$ cat src/rtl/cdc_arb_pkg.sv
// Shared types and helpers for the CDC channel arbiter: FSM state encoding
// and the requester-tag width calculation.
package cdc_arb_pkg;

    typedef enum logic {
        IDLE = 1'b0,
        SEND = 1'b1
    } state_e;

    // Tag width for n requesters; never narrower than one bit.
    function automatic int id_width(input int n);
        return (n <= 2) ? 1 : $clog2(n);
    endfunction

endpackage

$ cat src/rtl/rr_arbiter.sv
// Round-robin selector: grants the first eligible requester at or after ptr,
// wrapping past the top index back to zero.
module rr_arbiter
    import cdc_arb_pkg::*;
#(
    parameter int N    = 4,
    parameter int ID_W = id_width(N)
) (
    input  logic [N-1:0]    elig,
    input  logic [ID_W-1:0] ptr,
    output logic [N-1:0]    grant,
    output logic [ID_W-1:0] idx,
    output logic            any
);

    logic [N-1:0] hi_mask;
    logic [N-1:0] masked;
    logic [N-1:0] pick;
    logic [ID_W*N-1:0] idx_terms;

    // Bits at or above ptr win first; if none are eligible, fall back to
    // the lowest eligible bit overall, which is the wrapped-around search.
    always_comb begin
        hi_mask = {N{1'b1}} << ptr;
        masked  = elig & hi_mask;
        pick    = (|masked) ? masked : elig;
        grant   = pick & (~pick + N'(1));
        any     = |elig;
    end

    for (genvar gb = 0; gb < ID_W; gb++) begin : g_idx_bit
        for (genvar gi = 0; gi < N; gi++) begin : g_idx_term
            assign idx_terms[gb*N+gi] = (((gi >> gb) & 1) != 0) ? grant[gi] : 1'b0;
        end
        assign idx[gb] = |idx_terms[gb*N +: N];
    end

endmodule

$ cat src/rtl/cdc_chan_arbiter.sv
// Round-robin funnel from N_REQ requesters into a single registered write
// port of a CDC channel, with a running count of accepted words.
module cdc_chan_arbiter
    import cdc_arb_pkg::*;
#(
    parameter int N_REQ  = 4,
    parameter int DWIDTH = 32,
    parameter int CNT_W  = 16,
    localparam int ID_W  = id_width(N_REQ)
) (
    input  logic                    clk,
    input  logic                    rst,
    input  logic [N_REQ*DWIDTH-1:0] req_data,
    input  logic [N_REQ-1:0]        req_vld,
    output logic [N_REQ-1:0]        req_rdy,
    input  logic [N_REQ-1:0]        cfg_en,
    output logic [ID_W+DWIDTH-1:0]  ch_data,
    output logic                    ch_vld,
    input  logic                    ch_rdy,
    output logic [CNT_W-1:0]        xfer_cnt
);

    state_e                   state_q, state_d;
    logic [ID_W-1:0]          ptr_q, ptr_d;
    logic [ID_W+DWIDTH-1:0]   ch_data_q, ch_data_d;
    logic [CNT_W-1:0]         cnt_q, cnt_d;

    logic [N_REQ-1:0]         elig;
    logic [N_REQ-1:0]         grant;
    logic [ID_W-1:0]          win_idx;
    logic                     win_any;
    logic                     load;
    logic [DWIDTH-1:0]        data_chain [N_REQ+1];
    logic [DWIDTH-1:0]        win_data;

    assign elig = req_vld & cfg_en;

    rr_arbiter #(
        .N    (N_REQ),
        .ID_W (ID_W)
    ) u_rr (
        .elig  (elig),
        .ptr   (ptr_q),
        .grant (grant),
        .idx   (win_idx),
        .any   (win_any)
    );

    // One-hot AND-OR mux of the winning payload.
    assign data_chain[0] = '0;
    for (genvar gi = 0; gi < N_REQ; gi++) begin : g_data_mux
        assign data_chain[gi+1] = data_chain[gi] |
                                  (grant[gi] ? req_data[gi*DWIDTH +: DWIDTH] : '0);
    end
    assign win_data = data_chain[N_REQ];

    // The output register can take a new word when empty, or when the
    // channel drains it this cycle (back-to-back without a bubble).
    assign load = ((state_q == IDLE) || ch_rdy) && win_any;

    always_comb begin
        state_d   = state_q;
        ptr_d     = ptr_q;
        ch_data_d = ch_data_q;
        cnt_d     = cnt_q;
        req_rdy   = '0;

        if ((state_q == SEND) && ch_rdy) begin
            cnt_d   = cnt_q + CNT_W'(1);
            state_d = IDLE;
        end

        if (load) begin
            req_rdy   = grant;
            state_d   = SEND;
            ch_data_d = {win_idx, win_data};
            ptr_d     = (win_idx == ID_W'(N_REQ - 1)) ? '0 : win_idx + ID_W'(1);
        end

        if (rst) begin
            req_rdy = '0;
        end
    end

    always_ff @(posedge clk) begin
        if (rst) begin
            state_q   <= IDLE;
            ptr_q     <= '0;
            ch_data_q <= '0;
            cnt_q     <= '0;
        end else begin
            state_q   <= state_d;
            ptr_q     <= ptr_d;
            ch_data_q <= ch_data_d;
            cnt_q     <= cnt_d;
        end
    end

    assign ch_vld   = (state_q == SEND);
    assign ch_data  = ch_data_q;
    assign xfer_cnt = cnt_q;

endmodule

$ cat config.mk
export PLATFORM = sky130hd
export DESIGN_NAME = cdc_chan_arbiter
export DESIGN_NICKNAME = d
export VERILOG_FILES = /design/src/rtl/cdc_arb_pkg.sv /design/src/rtl/rr_arbiter.sv /design/src/rtl/cdc_chan_arbiter.sv
export SDC_FILE = /design/constraint.sdc
export NUM_CORES = 1
export LEC_CHECK = 0
export BUFFER_PORTS_ARGS = -buffer_cell sky130_fd_sc_hd__buf_2
export CORE_MARGIN = 3
export CORE_UTILIZATION = 36
export DETAILED_ROUTE_END_ITERATION = 6
export PLACE_DENSITY = 0.67
export SYNTH_ARGS = -nofsm -noshare
export SYNTH_HDL_FRONTEND = slang
export SYNTH_SLANG_ARGS = --single-unit
$ cat constraint.sdc
create_clock -name clk -period 4 [get_ports clk]
set_clock_uncertainty 0.05 [all_clocks]
set_input_delay 0.6 -clock clk [delete_from_list [all_inputs] [get_ports clk]]
set_output_delay 0.6 -clock clk [all_outputs]
set_load 0.02 [all_outputs]
-- Word-level counts from Yosys, hierarchy flattened
Index checks and enable logic that the tools add are counted.
- register bits after elaboration: 53
- input port bits: 139
- output and inout bits: 55
- add/sub/neg operators: 3
- equality and inequality tests: 1
- shifts and indexed selects: 1
- mux-type cells: 10
- bitwise logic cells: 8
- reductions and logical operators: 8
- operators with widths (operator ; count):
    32-bit two-way mux ; 4
    32-bit bitwise OR ; 3
    16-bit by 1-bit adder with 16-bit output, second input constant ; 1
    4-bit AND ; 3
    4-bit two-way mux ; 3
    4-bit OR reduction ; 2
    4-bit by 1-bit adder with 4-bit output, second input constant ; 1
    4-bit inverter ; 1
    2-bit OR reduction ; 2
    4-bit by 2-bit << shifter with 4-bit output, first input constant ; 1
    2-bit by 1-bit adder with 2-bit output, second input constant ; 1
    2-bit == test, second input constant ; 1
    1-bit logical AND ; 2
    1-bit two-way mux ; 2
    2-bit two-way mux ; 1
    2-bit nonzero test ; 1
    1-bit logical OR ; 1
    1-bit inverter ; 1

-- Depth between registers and ports, before layout
- depth after elaboration: 11
- depth in mapped cells: 8

-- Cells and area by module
From an unflattened synthesis, not the netlist that was laid out.
- cell total of the unflattened synthesis: 333
- area, all modules: 2802.7 µm²
- modules (own cells, without submodules) (module ; times used ; cells each ; area each (µm²) ; seq. area each (µm²)):
    cdc_chan_arbiter ; 1 ; 300 ; 2598.7 ; 1061.0
    rr_arbiter ; 1 ; 33 ; 203.9 ; 0.0

-- Least setup slack after synthesis
OpenSTA, ideal clock, no wires.
- kind: input-to-output
- start point: input port req_vld[1]
- end point: output port req_rdy[0]
- data arrival time: 1860 ps
- data required time: 3350 ps
- path slack: 1490 ps
- cell stages on the path: 5
- cell sequence: a22o_1 > a311oi_2 > buf_4 > buf_4 > nor2b_1
- word-level cells in the longest chain between the ends: 9
- RTL lines (element ; RTL line ; source):
    from (decl) ; cdc_chan_arbiter.sv:14 ; input logic [N_REQ-1:0] req_vld,
    4-bit AND (*) ; cdc_chan_arbiter.sv:36 ; assign elig = req_vld & cfg_en;
    4-bit AND ; rr_arbiter.sv:25 ; masked = elig & hi_mask;
    4-bit OR reduction ; rr_arbiter.sv:26 ; pick = (|masked) ? masked : elig;
    4-bit two-way mux ; rr_arbiter.sv:26 ;
    4-bit inverter ; rr_arbiter.sv:27 ; grant = pick & (~pick + N'(1));
    4-bit by 1-bit adder with 4-bit output ; rr_arbiter.sv:27 ;
    4-bit AND ; rr_arbiter.sv:27 ;
    4-bit two-way mux (*) ; cdc_chan_arbiter.sv:73 ; if (load) begin
    4-bit two-way mux (*) ; cdc_chan_arbiter.sv:80 ; if (rst) begin
    to (decl) ; cdc_chan_arbiter.sv:15 ; output logic [N_REQ-1:0] req_rdy,
Every way passes the cells marked *; elsewhere a longest branch is shown, timed or not.

-- Worst setup path after layout
- start point: input port req_vld[1]
- end point: output port req_rdy[2]
Same word-level chain as after synthesis.

==> impl_metrics.yaml <==
power_and_ir_drop:
  power.switching_uw: 487
  swShare_pct: 34.8
  seqPwrFrac_pct: 42.9
  post-layout-total-power_mw: 1.40
  clockPowerShare_pct: 24.3
  worst_ir_drop_vdd_uv: 180
  power_density_nw_per_um2: 325
  power_frac_comb_pct: 32.7
  internal-power_uw: 912
  p_leak_nw: 1.95
synthesis:
  yosysUniqueCellTypes: 41
  synth_top_area_share_pct: 33.2
  synth_area_leader_cell: "dfxtp_1"
  yosysWarnings: 0
  syn-cell-area_um2: 3200
  syn-instance-count: 395
  synth-edff-count: 0
  syn-mean-instance-area_um2: 8.10
  yosys-top-cells-area: "dfxtp_1, a211oi_2, a221oi_1"
  synthFlopType: "dfxtp_1"
  synth_seq_cells: 53
  ys_async_sr_fraction_pct: 0
  synth-seq-area-share_pct: 33.2
  syn_nets: 536
route:
  viasPerCell: 5.55
  drtPass1Iterations: 5
  drt_iter0_markers: 150
  ant_nets: 0
  wl_per_cell_um: 16.6
  routed-via-count: 3732
  drc: 0
  wirelength_um: 11200
grt:
  grt_pass1_wl_um: 17400
  grt_overflow: 0
  grt_pass1_vias: 3615
  grt_usage_pct: 21.3
  grt_max_degree: 65
  antenna_found_initial: 0
floorplan:
  io_pins: 194
  die_area_um2: 10100
  initial_utilization_pct: 38.0
  die_h_um: 100
  die_x_um: 100
  coreArea_um2: 8420
  num_rows: 33
clock_network:
  cts_tree: "done"
  root_buffer: "clkbuf_8"
  clk_latency_ns: 0.30
  post_cts_buffers: 0
  holdBufCountCts: 0
  path_clk_slew_ns: 0.10
  cts_resized: 0
  clockBufferDepth: 2
  htree_levels: 2
  cts_sinks: 53
  cts_buffers: 5
sta:
  period_share_pct: 68.7
  setup_viol: 0
  drv_slew: 0
  worst_pin_slew_ns: 0.699
  finalSetupTns_ns: 0
  fin_crit_ns: 2.75
  final-hold-violation-count: 0
  fmax_ghz: 0.364
  rsz0062_at_grt: "false"
  relSlewSlack_pct: 53.4
final_layout:
  fin_cells: 672
  antenna_cells: 0
  syn_to_final_growth_pct: 34.7
  layout_common_cells: "buf_2, dfxtp_1, nand2_1, nor2_1, nor3_1"
  layout_commonest_cell: "buf_2"
  fillers: 850
  final_area_um2: 4310
  final_nets: 707
  drive_gt1_share_pct: 43.9
worst_setup_path:
  cp-start-kind: "primary input"
  crit_required_ns: 3.35
  path_max_fanout: 16
  end_kind: "output pin"
  critPathKind: "primary input to output pin"
  cp.arrival_ns: 2.10
placement:
  finalWeightedCongestion: 0.795
  place_hpwl_um: 8080
  placed_cell_area_um2: 4210
  dp.cells: 664
  io_buffers: 193
hold_path:
  hp-class: "flip-flop to flip-flop"
status:
  outcome: "completed"
flow_run:
  cap_violations: 0
==> cell usage after synthesis (2+ instances only) <==
library cell  count
o221ai_1          2
nand2b_1          2
nor2_1           45
buf_2            15
nand3_1           6
nand4_1           3
or3_1             6
nand2_1          49
a31oi_1          32
xor2_1            3
buf_1             5
a221oi_1         32
nor3_1           39
buf_4             4
and3_1            2
clkbuf_1         13
and2_1            5
inv_1             2
xnor2_1           7
o21ai_1           3
nor4_1            2
dfxtp_1          53
ha_1              2
o21ai_0           5
a21oi_1          11
a211oi_2         32
==> sequential cells by signal, indices dropped and copies added, names as in the netlist <==
name      flops
ch_vld        1
ptr_q         2
xfer_cnt     16
ch_data      34
==> critical path, cell delays in order <==
cell     delay (ns)
buf_2          0.12
a22oi_1        0.24
nand2_1        0.20
a31oi_4        0.54
and2_1         0.23
buf_2          0.17
==> layout make-up <==
cell class / instances / area [um^2] / area share [%]
timing repair buffer: 202 / 1030 / 24.0
multi-input combinational: 301 / 1970 / 45.7
clock buffer: 7 / 96.3 / 2.24
tap: 105 / 131 / 3.05
sequential: 53 / 1060 / 24.6
clock inverter: 1 / 5.00 / 0.116
inverter: 3 / 11.3 / 0.261
==> power groups by stage <==
| stage | Clock, mW | Sequential [mW] | Combinational (mW) |
|---|---|---|---|
| detailed placement | 0 | 0.611 | 0.460 |
| floorplan | 0 | 0.658 | 0.246 |
| finish | 0.340 | 0.601 | 0.458 |
| global placement | 0 | 0.611 | 0.452 |
| global route | 0.372 | 0.607 | 0.503 |
| CTS | 0.353 | 0.601 | 0.461 |
==> stage by stage <==
stage	hold WS (ns)	utilization [%]	worst slack, ns
6_report	0.409	51.1	1.25
5_1_grt	0.452	51.1	1.17
4_1_cts	0.413	51.1	1.24
3_5_place_dp	0.398	49.9	1.25
3_3_place_gp	0.399	49.9	1.27
2_1_floorplan	0.460	-	1.49
==> cells by family (layout without fill, tap and decap cells) <==
family / count (synthesis) / in the layout / synth area share (%)
adder cells (fa/ha/maj): 2 / 2 / 0.782
buffers and inverters: 41 / 213 / 6.10
flip-flops: 53 / 53 / 33.2
AND/OR/NAND/NOR: 164 / 164 / 23.2
AO/OA/AOI/OAI: 125 / 125 / 34.0
XOR/XNOR: 10 / 10 / 2.74
==> final timing paths <==
kind | start | to | slack [ns] | cells past startpoint
max | req_vld[1] | req_rdy[2] | 1.25 | 6
min | ch_data[32]$_SDFFE_PP0P_ | ch_data[32]$_SDFFE_PP0P_ | 0.41 | 2
min reg2reg | ch_data[32]$_SDFFE_PP0P_ | ch_data[32]$_SDFFE_PP0P_ | 0.41 | 2
max reg2reg | ptr_q[0]$_SDFFE_PP0P_ | ch_data[7]$_SDFFE_PP0P_ | 1.67 | 7
==> routing by layer <==
layer / vias up / GRT usage, % / wire (um)
met1: 1724 / 25.7 / 4580
met3: 17 / 4.17 / 841
met2: 151 / 37.6 / 5500
met5: - / 0 / 0
met4: 0 / 7.46 / 228
li1: 1840 / - / -
No activity file was read; power rests on OpenSTA's default activity.
